===== config.mk =====
export PLATFORM = sky130hd
export DESIGN_NAME = imem_loader
export DESIGN_NICKNAME = d
export VERILOG_FILES = /design/src/rtl/imem_loader.sv
export SDC_FILE = /design/constraint.sdc
export NUM_CORES = 1
export LEC_CHECK = 0
export BUFFER_PORTS_ARGS = -buffer_cell sky130_fd_sc_hd__buf_2
export CAP_MARGIN = 20
export CORE_MARGIN = 2
export CORE_UTILIZATION = 29
export DETAILED_ROUTE_END_ITERATION = 6
export HOLD_SLACK_MARGIN = 0.06
export PLACE_DENSITY = 0.43
export SETUP_SLACK_MARGIN = 0.5
export SYNTH_ARGS = -nofsm -noshare
export SYNTH_HDL_FRONTEND = slang
export SYNTH_SLANG_ARGS = --single-unit

===== constraint.sdc =====
create_clock -name CLK -period 3.34 [get_ports CLK]
set_clock_uncertainty 0.2 [all_clocks]
set_input_delay 0.167 -clock CLK [delete_from_list [all_inputs] [get_ports CLK]]
set_output_delay 0.167 -clock CLK [all_outputs]
set_load 0.01 [all_outputs]

===== src/rtl/imem_loader.sv =====
// imem_loader: writer side of the instruction memory.
// Receives a framed byte stream (SYNC_BYTE, LEN_LO, LEN_HI, N*4 data bytes),
// packs the bytes little-endian into 32-bit words and writes them to IMEM from
// word address 0 upward. The core is held while a frame is in progress and
// DONE pulses once the frame has been fully written.
// Optional feature: define IMEM_LOADER_CHECKSUM_EN to expect one trailing
// byte equal to the XOR of all data bytes; a mismatch sets ERROR with DONE.
module imem_loader #(
  parameter int          ADDR_WIDTH = 10,
  parameter logic [7:0]  SYNC_BYTE  = 8'hA5
) (
  input  logic                  CLK,
  input  logic                  RESET_N,
  input  logic [7:0]            RX_DATA,
  input  logic                  RX_VALID,
  output logic                  RX_READY,
  output logic                  WR_EN,
  output logic [ADDR_WIDTH-1:0] WR_ADDRESS,
  output logic [31:0]           WR_DATA,
  output logic                  CPU_HOLD,
  output logic                  DONE,
  output logic                  ERROR
);

  localparam logic [2:0] S_IDLE   = 3'd0;
  localparam logic [2:0] S_LEN_LO = 3'd1;
  localparam logic [2:0] S_LEN_HI = 3'd2;
  localparam logic [2:0] S_DATA   = 3'd3;
  localparam logic [2:0] S_WRITE  = 3'd4;
`ifdef IMEM_LOADER_CHECKSUM_EN
  localparam logic [2:0] S_CHK    = 3'd5;
`endif
  localparam logic [2:0] S_DONE   = 3'd6;

  logic [2:0]            state;
  logic [7:0]            len_lo;
  logic [15:0]           words_left;
  logic [1:0]            byte_cnt;
  logic [ADDR_WIDTH-1:0] addr_q;
  logic [31:0]           data_q;
  logic                  error_q;
`ifdef IMEM_LOADER_CHECKSUM_EN
  logic [7:0]            csum;
`endif

  logic        accept;
  logic [15:0] frame_len;

  // Frame lengths beyond the memory depth are rejected before any write.
  function automatic logic too_long(input logic [15:0] n);
    return 32'(n) > (32'd1 << ADDR_WIDTH);
  endfunction

  // Handshake and status outputs decode directly from the current state.
  always_comb begin
    RX_READY   = (state != S_WRITE) && (state != S_DONE);
    WR_EN      = (state == S_WRITE);
    DONE       = (state == S_DONE);
    CPU_HOLD   = (state != S_IDLE);
    WR_ADDRESS = addr_q;
    WR_DATA    = data_q;
    ERROR      = error_q;
  end

  assign accept    = RX_VALID && RX_READY;
  assign frame_len = {RX_DATA, len_lo};

  // Frame parser: walks header, packs data bytes, issues one write per word.
  always_ff @(posedge CLK or negedge RESET_N) begin
    if (!RESET_N) begin
      state      <= S_IDLE;
      len_lo     <= 8'd0;
      words_left <= 16'd0;
      byte_cnt   <= 2'd0;
      addr_q     <= '0;
      data_q     <= 32'd0;
      error_q    <= 1'b0;
`ifdef IMEM_LOADER_CHECKSUM_EN
      csum       <= 8'd0;
`endif
    end else begin
      case (state)
        S_IDLE: begin
          if (accept && (RX_DATA == SYNC_BYTE)) begin
            error_q <= 1'b0;
            state   <= S_LEN_LO;
          end
        end
        S_LEN_LO: begin
          if (accept) begin
            len_lo <= RX_DATA;
            state  <= S_LEN_HI;
          end
        end
        S_LEN_HI: begin
          if (accept) begin
            if (frame_len == 16'd0) begin
              state <= S_DONE;
            end else if (too_long(frame_len)) begin
              error_q <= 1'b1;
              state   <= S_IDLE;
            end else begin
              words_left <= frame_len;
              addr_q     <= '0;
              byte_cnt   <= 2'd0;
`ifdef IMEM_LOADER_CHECKSUM_EN
              csum       <= 8'd0;
`endif
              state      <= S_DATA;
            end
          end
        end
        S_DATA: begin
          if (accept) begin
            data_q[8*byte_cnt +: 8] <= RX_DATA;
            byte_cnt                <= byte_cnt + 2'd1;
`ifdef IMEM_LOADER_CHECKSUM_EN
            csum                    <= csum ^ RX_DATA;
`endif
            if (byte_cnt == 2'd3) state <= S_WRITE;
          end
        end
        S_WRITE: begin
          words_left <= words_left - 16'd1;
          if (words_left == 16'd1) begin
            // Address stays on the last written word once the frame ends.
`ifdef IMEM_LOADER_CHECKSUM_EN
            state <= S_CHK;
`else
            state <= S_DONE;
`endif
          end else begin
            addr_q <= addr_q + 1'b1;
            state  <= S_DATA;
          end
        end
`ifdef IMEM_LOADER_CHECKSUM_EN
        S_CHK: begin
          if (accept) begin
            if (RX_DATA != csum) error_q <= 1'b1;
            state <= S_DONE;
          end
        end
`endif
        S_DONE: begin
          state <= S_IDLE;
        end
        default: begin
          state <= S_IDLE;
        end
      endcase
    end
  end

endmodule

# Word level (Yosys, flattened, before mapping)
# Cells that the tools add are included.
op_classes:
  mux: 29
  n_reduce_logical: 16
  magnitude_cmp: 1
  add_sub_neg: 4
  eq_ne: 19
  shifts: 2
op_table:
  columns: ["operator", "count"]
  rows:
  - ["two-way mux 16 bit", 3]
  - ["two-way mux 10 bit", 4]
  - ["negator 5 -> 34 bit", 1]
  - ["variable shift 8 x 34 -> 32 bit (first input constant)", 1]
  - ["indexed part select 8 x 34 -> 32 bit", 1]
  - ["bitwise mux 32 bit", 1]
  - ["case mux 16 bit (2 select lines)", 1]
  - ["two-way mux 3 bit", 7]
  - ["case mux 10 bit (2 select lines)", 1]
  - ["AND reduction 5 bit", 4]
  - ["!= test 2 bit (second input constant)", 9]
  - ["equality test 16 x 1 -> 1 bit (second input constant)", 1]
  - ["greater-than comparator 16 x 11 -> 1 bit (second input constant)", 1]
  - ["zero test 16 bit", 1]
  - ["subtractor 16 x 1 -> 16 bit (second input constant)", 1]
  - ["case mux 3 bit (5 select lines)", 1]
  - ["adder 10 x 1 -> 10 bit (second input constant)", 1]
  - ["two-way mux 2 bit", 5]
  - ["equality test 8 bit (second input constant)", 1]
  - ["equality test 3 x 2 -> 1 bit (second input constant)", 2]
  - ["equality test 3 bit (second input constant)", 2]
  - ["!= test 3 bit (second input constant)", 2]
  - ["nonzero test 2 bit", 3]
  - ["two-way mux 1 bit", 4]
  - ["other kinds (10)", 13]
totals:
  reg_bits: 72
  out_inout_bits: 47
  elab_cells: 78
  input_bits: 11

# Logic depth before layout (Yosys ltp)
depth:
  word_depth: 6
  mapped_depth: 8
  mapped_depth_nobuf: 7

# Worst setup path before layout
# Ideal clock, no wire load.
synth_path:
  kind: "flip-flop to flip-flop"
  startpoint: "register words_left[10]"
  endpoint: "register words_left[14]"
  n_path_buf: 0
  period_less_slack_ns: 2.336
  setup_time_ns: 0.124
  arrival_time_ns: 2.012
  path_slack_ns: 1.004
  path_stages_with_launch: 6
  path_cell_list: "dfrtp_1 or4_4 or3_4 or3_1 and3_1 a211o_1"
synth_via:
  elab_chain_cells: 2
synth_rtl:
  columns: ["element", "line_no", "source"]
  rows:
  - ["start, declared", "37", "logic [15:0] words_left;"]
  - ["start signal, assigned", "103", "words_left <= frame_len;"]
  - ["start signal, assigned", "124", "words_left <= words_left - 16'd1;"]
  - ["subtractor 16 x 1 -> 16 bit", "124", null]
  - ["case mux 16 bit (2 select lines)", "82", "case (state)"]
# No other way between the ends.
# A chain may end at the register's enable or synchronous reset.

# Worst setup path in the final report
layout_path:
  startpoint: "input RX_DATA[1]"
  endpoint: "register words_left[14]"
layout_via:
  elab_chain_cells: 3
  word_cells_on_any_way: 5
layout_rtl:
  columns: ["element", "line_no", "source"]
  rows:
  - ["start, declared", "14", "input logic [7:0] RX_DATA,"]
  - ["greater-than comparator 16 x 11 -> 1 bit / zero test 16 bit (equally long branches)", "51, 97", null]
  - ["!= test 2 bit (no source line)", null, null]
  - ["AND reduction 4 bit (no source line) (*)", null, null]
# Every way passes the cells marked *; elsewhere a longest branch is shown, timed or not.

==> reports/results.tsv <==
metric	value	unit
p_leak	2.02	nW
muxShareOfSynthArea	2.94	%
synth_top_cell_area_share	48.1	%
netlist_top_cells_count	nand2_1 (90), dfrtp_1 (72), o21ai_0 (54)	
via_per_inst	4.85	
synth.distinct_cells	57	
synthTopCellsByArea	dfrtp_1 (48%), nand2_1 (9.0%), o21ai_0 (7.2%)	
synth-compound-area-share	18.8	%
io_pins	58	
synth_top_flop_cell	dfrtp_1	
synth_top_family_by_area	simple AND/OR/NAND/NOR gates	
clk_latency	0.34	ns
num_antenna_cells	0	
report.final.setup_viol	0	
synthCells	416	
postCtsSetupBuffers	0	
hpwl	7.07	mm
drive_gt1_share	21.1	%
ys_ff_latch	72	
remaining_drc_errors	0	
critPathMaxFanout	8	
cts_sinks	72	
tns	0	ns
initial_core_util	29.7	%
num_rows	41	
crit_path_start_kind	primary input	
num_vias	3198	
synth_edf_count	0	
cts_tree	built	
port_buffers	57	
antenna_found_initial	0	
cp_data_arrival_time	2.67	ns
slew_viol_final	0	
grt_util_met1	22.1	%
tightest_slew	0.949	ns
core_region_area	12600	µm²
slew_headroom	36.8	%
yosysTopAreaCell	dfrtp_1	
irDropWorstVdd	0.239	mV
synth-xor-area-share	0	%
cp.required	3.36	ns
avgSynthCellArea	9.01	µm²
hold_viol	0	
num-fill-cells	1318	
grtUsageTotal	15.6	%
drt_iter0_markers	344	
end_kind	flop	
grt_pass1_vias	3112	
powerDensity	715	nW/µm²
worst-setup-path-type	primary input to flop	
gp_congestion	0.780	
synth-simple-area-share	24.0	%
synthArstFlopShare	100	%
grt_use_met3	1.99	%
grt_pass1_wl	17.0	mm
grt_max_degree	41	
die_w	118	µm
fmax	0.377	GHz
cts_root_buffer	clkbuf_16	
power.total	0.00329	W
fin_crit_sh	79.4	%
first_pass_iters	4	
status	complete, no violations	
die_h	118	µm
yosysMostFrequentCell	nand2_1	
finalWirelength	10.3	mm
synth_nets	436	
die-area	13900	µm²
maxCapViolCount	0	
nets	502	
ys_warn_count	0	
hold_path.class	flop to flop	
period_needed	2.65	ns
clockBufferDepth	2	
cts.clk_slew.worst_paths	0.06	ns
grt_overflow	0	
rsz0062_at_grt	false	
syn_area	3750	µm²
grt_util_met2	23.4	%
cts.htree.levels	3	
busiest_layer	met2	
syn_to_final_growth	22.6	%
wire_per_inst	15.6	µm
numCtsBuffers	9	
synth_adder_area_share	3.00	%
antenna_left	0	
ys_seq_area_share	48.1	%
==> layout make-up <==
type	count	area, µm²	area share [%]
Timing Repair Buffer	73	430	9.37
Clock buffer	11	233	5.07
Tap cell	172	215	4.68
Multi-Input combinational cell	315	1840	40.0
Sequential cell	72	1800	39.2
Clock inverter	5	33.8	0.735
Inverter	11	41.3	0.899
==> state kept, by name (all words and copies together) (netlist names) <==
signal,flops
WR_DATA,32
words_left,16
WR_ADDRESS,10
len_lo,8
state,3
byte_cnt,2
ERROR,1
==> stage by stage <==
step	hold slack [ns]	cells	util, %	cell area (µm²)	setup slack [ns]
finish	0.273	659	36.4	4590	0.686
global route	0.311	659	36.4	4590	0.542
CTS	0.279	659	36.3	4580	0.658
detailed placement	0.184	633	33.4	4220	0.782
global placement	0.180	633	33.4	4220	0.799
floorplan	-0.329	416	-	3750	1.00
==> path summary, 6_finish.rpt <==
| path | startpoint | endpoint | slack [ns] | cells past startpoint |
|---|---|---|---|---|
| worst max-delay path | RX_DATA[1] | words_left[14] | 0.69 | 7 |
| worst min-delay path | WR_DATA[25] | WR_DATA[25] | 0.27 | 2 |
| worst max register to register | state[1] | words_left[13] | 0.79 | 5 |
| worst min register to register | WR_DATA[25] | WR_DATA[25] | 0.27 | 2 |
| max in group asynchronous | RESET_N | WR_ADDRESS[8] | 1.78 | 3 |
| min in group asynchronous | RESET_N | WR_DATA[12] | 0.32 | 2 |
==> timing repair <==
item,CTS,global route
endpoints found under the hold margin,74,0
gates resized for setup,0,2
hold buffers,10,0
setup endpoints to repair,0,3
==> layout by cell type, fill, tap and decap left out, drive strengths merged, types with 6 or more instances in the layout <==
master,count
ha,9
nor3,12
a21oi,22
buf,63
nand2,91
mux2,8
nor4,9
inv,10
dfrtp,72
dlygate4sd3,10
and2,6
nand3,13
nor2,19
a31oi,7
o21ai,54
clkbuf,11
==> power breakdown <==
group	total (W)	leakage, nW	switching (W)	internal, W
Clock	0.000877	0.126	0.000375	0.000502
Combinational	0.00104	0.977	0.000601	0.000442
Sequential	0.00137	0.915	0.000261	0.00110
==> worst max-delay path, cell delays in order <==
cell           delay, ns
dlygate4sd3_1       0.53
buf_2               0.22
or4_4               0.60
o31ai_4             0.33
a31o_2              0.39
nand2_4             0.12
a211o_1             0.31
==> per-layer routing <==
layer  wire length [µm]  up-vias
li1                   -     1611
met1               5140     1534
met2               4740       45
met3                222        8
met4                157        0
met5                  0        -
==> logic make-up after synthesis <==
| family | Yosys count |
|---|---|
| buf+inv | 29 |
| fa+ha+maj | 9 |
| simple gates | 183 |
| compound gates | 113 |
| flops | 72 |
| mux | 10 |
No activity file was read; power rests on OpenSTA's default activity.
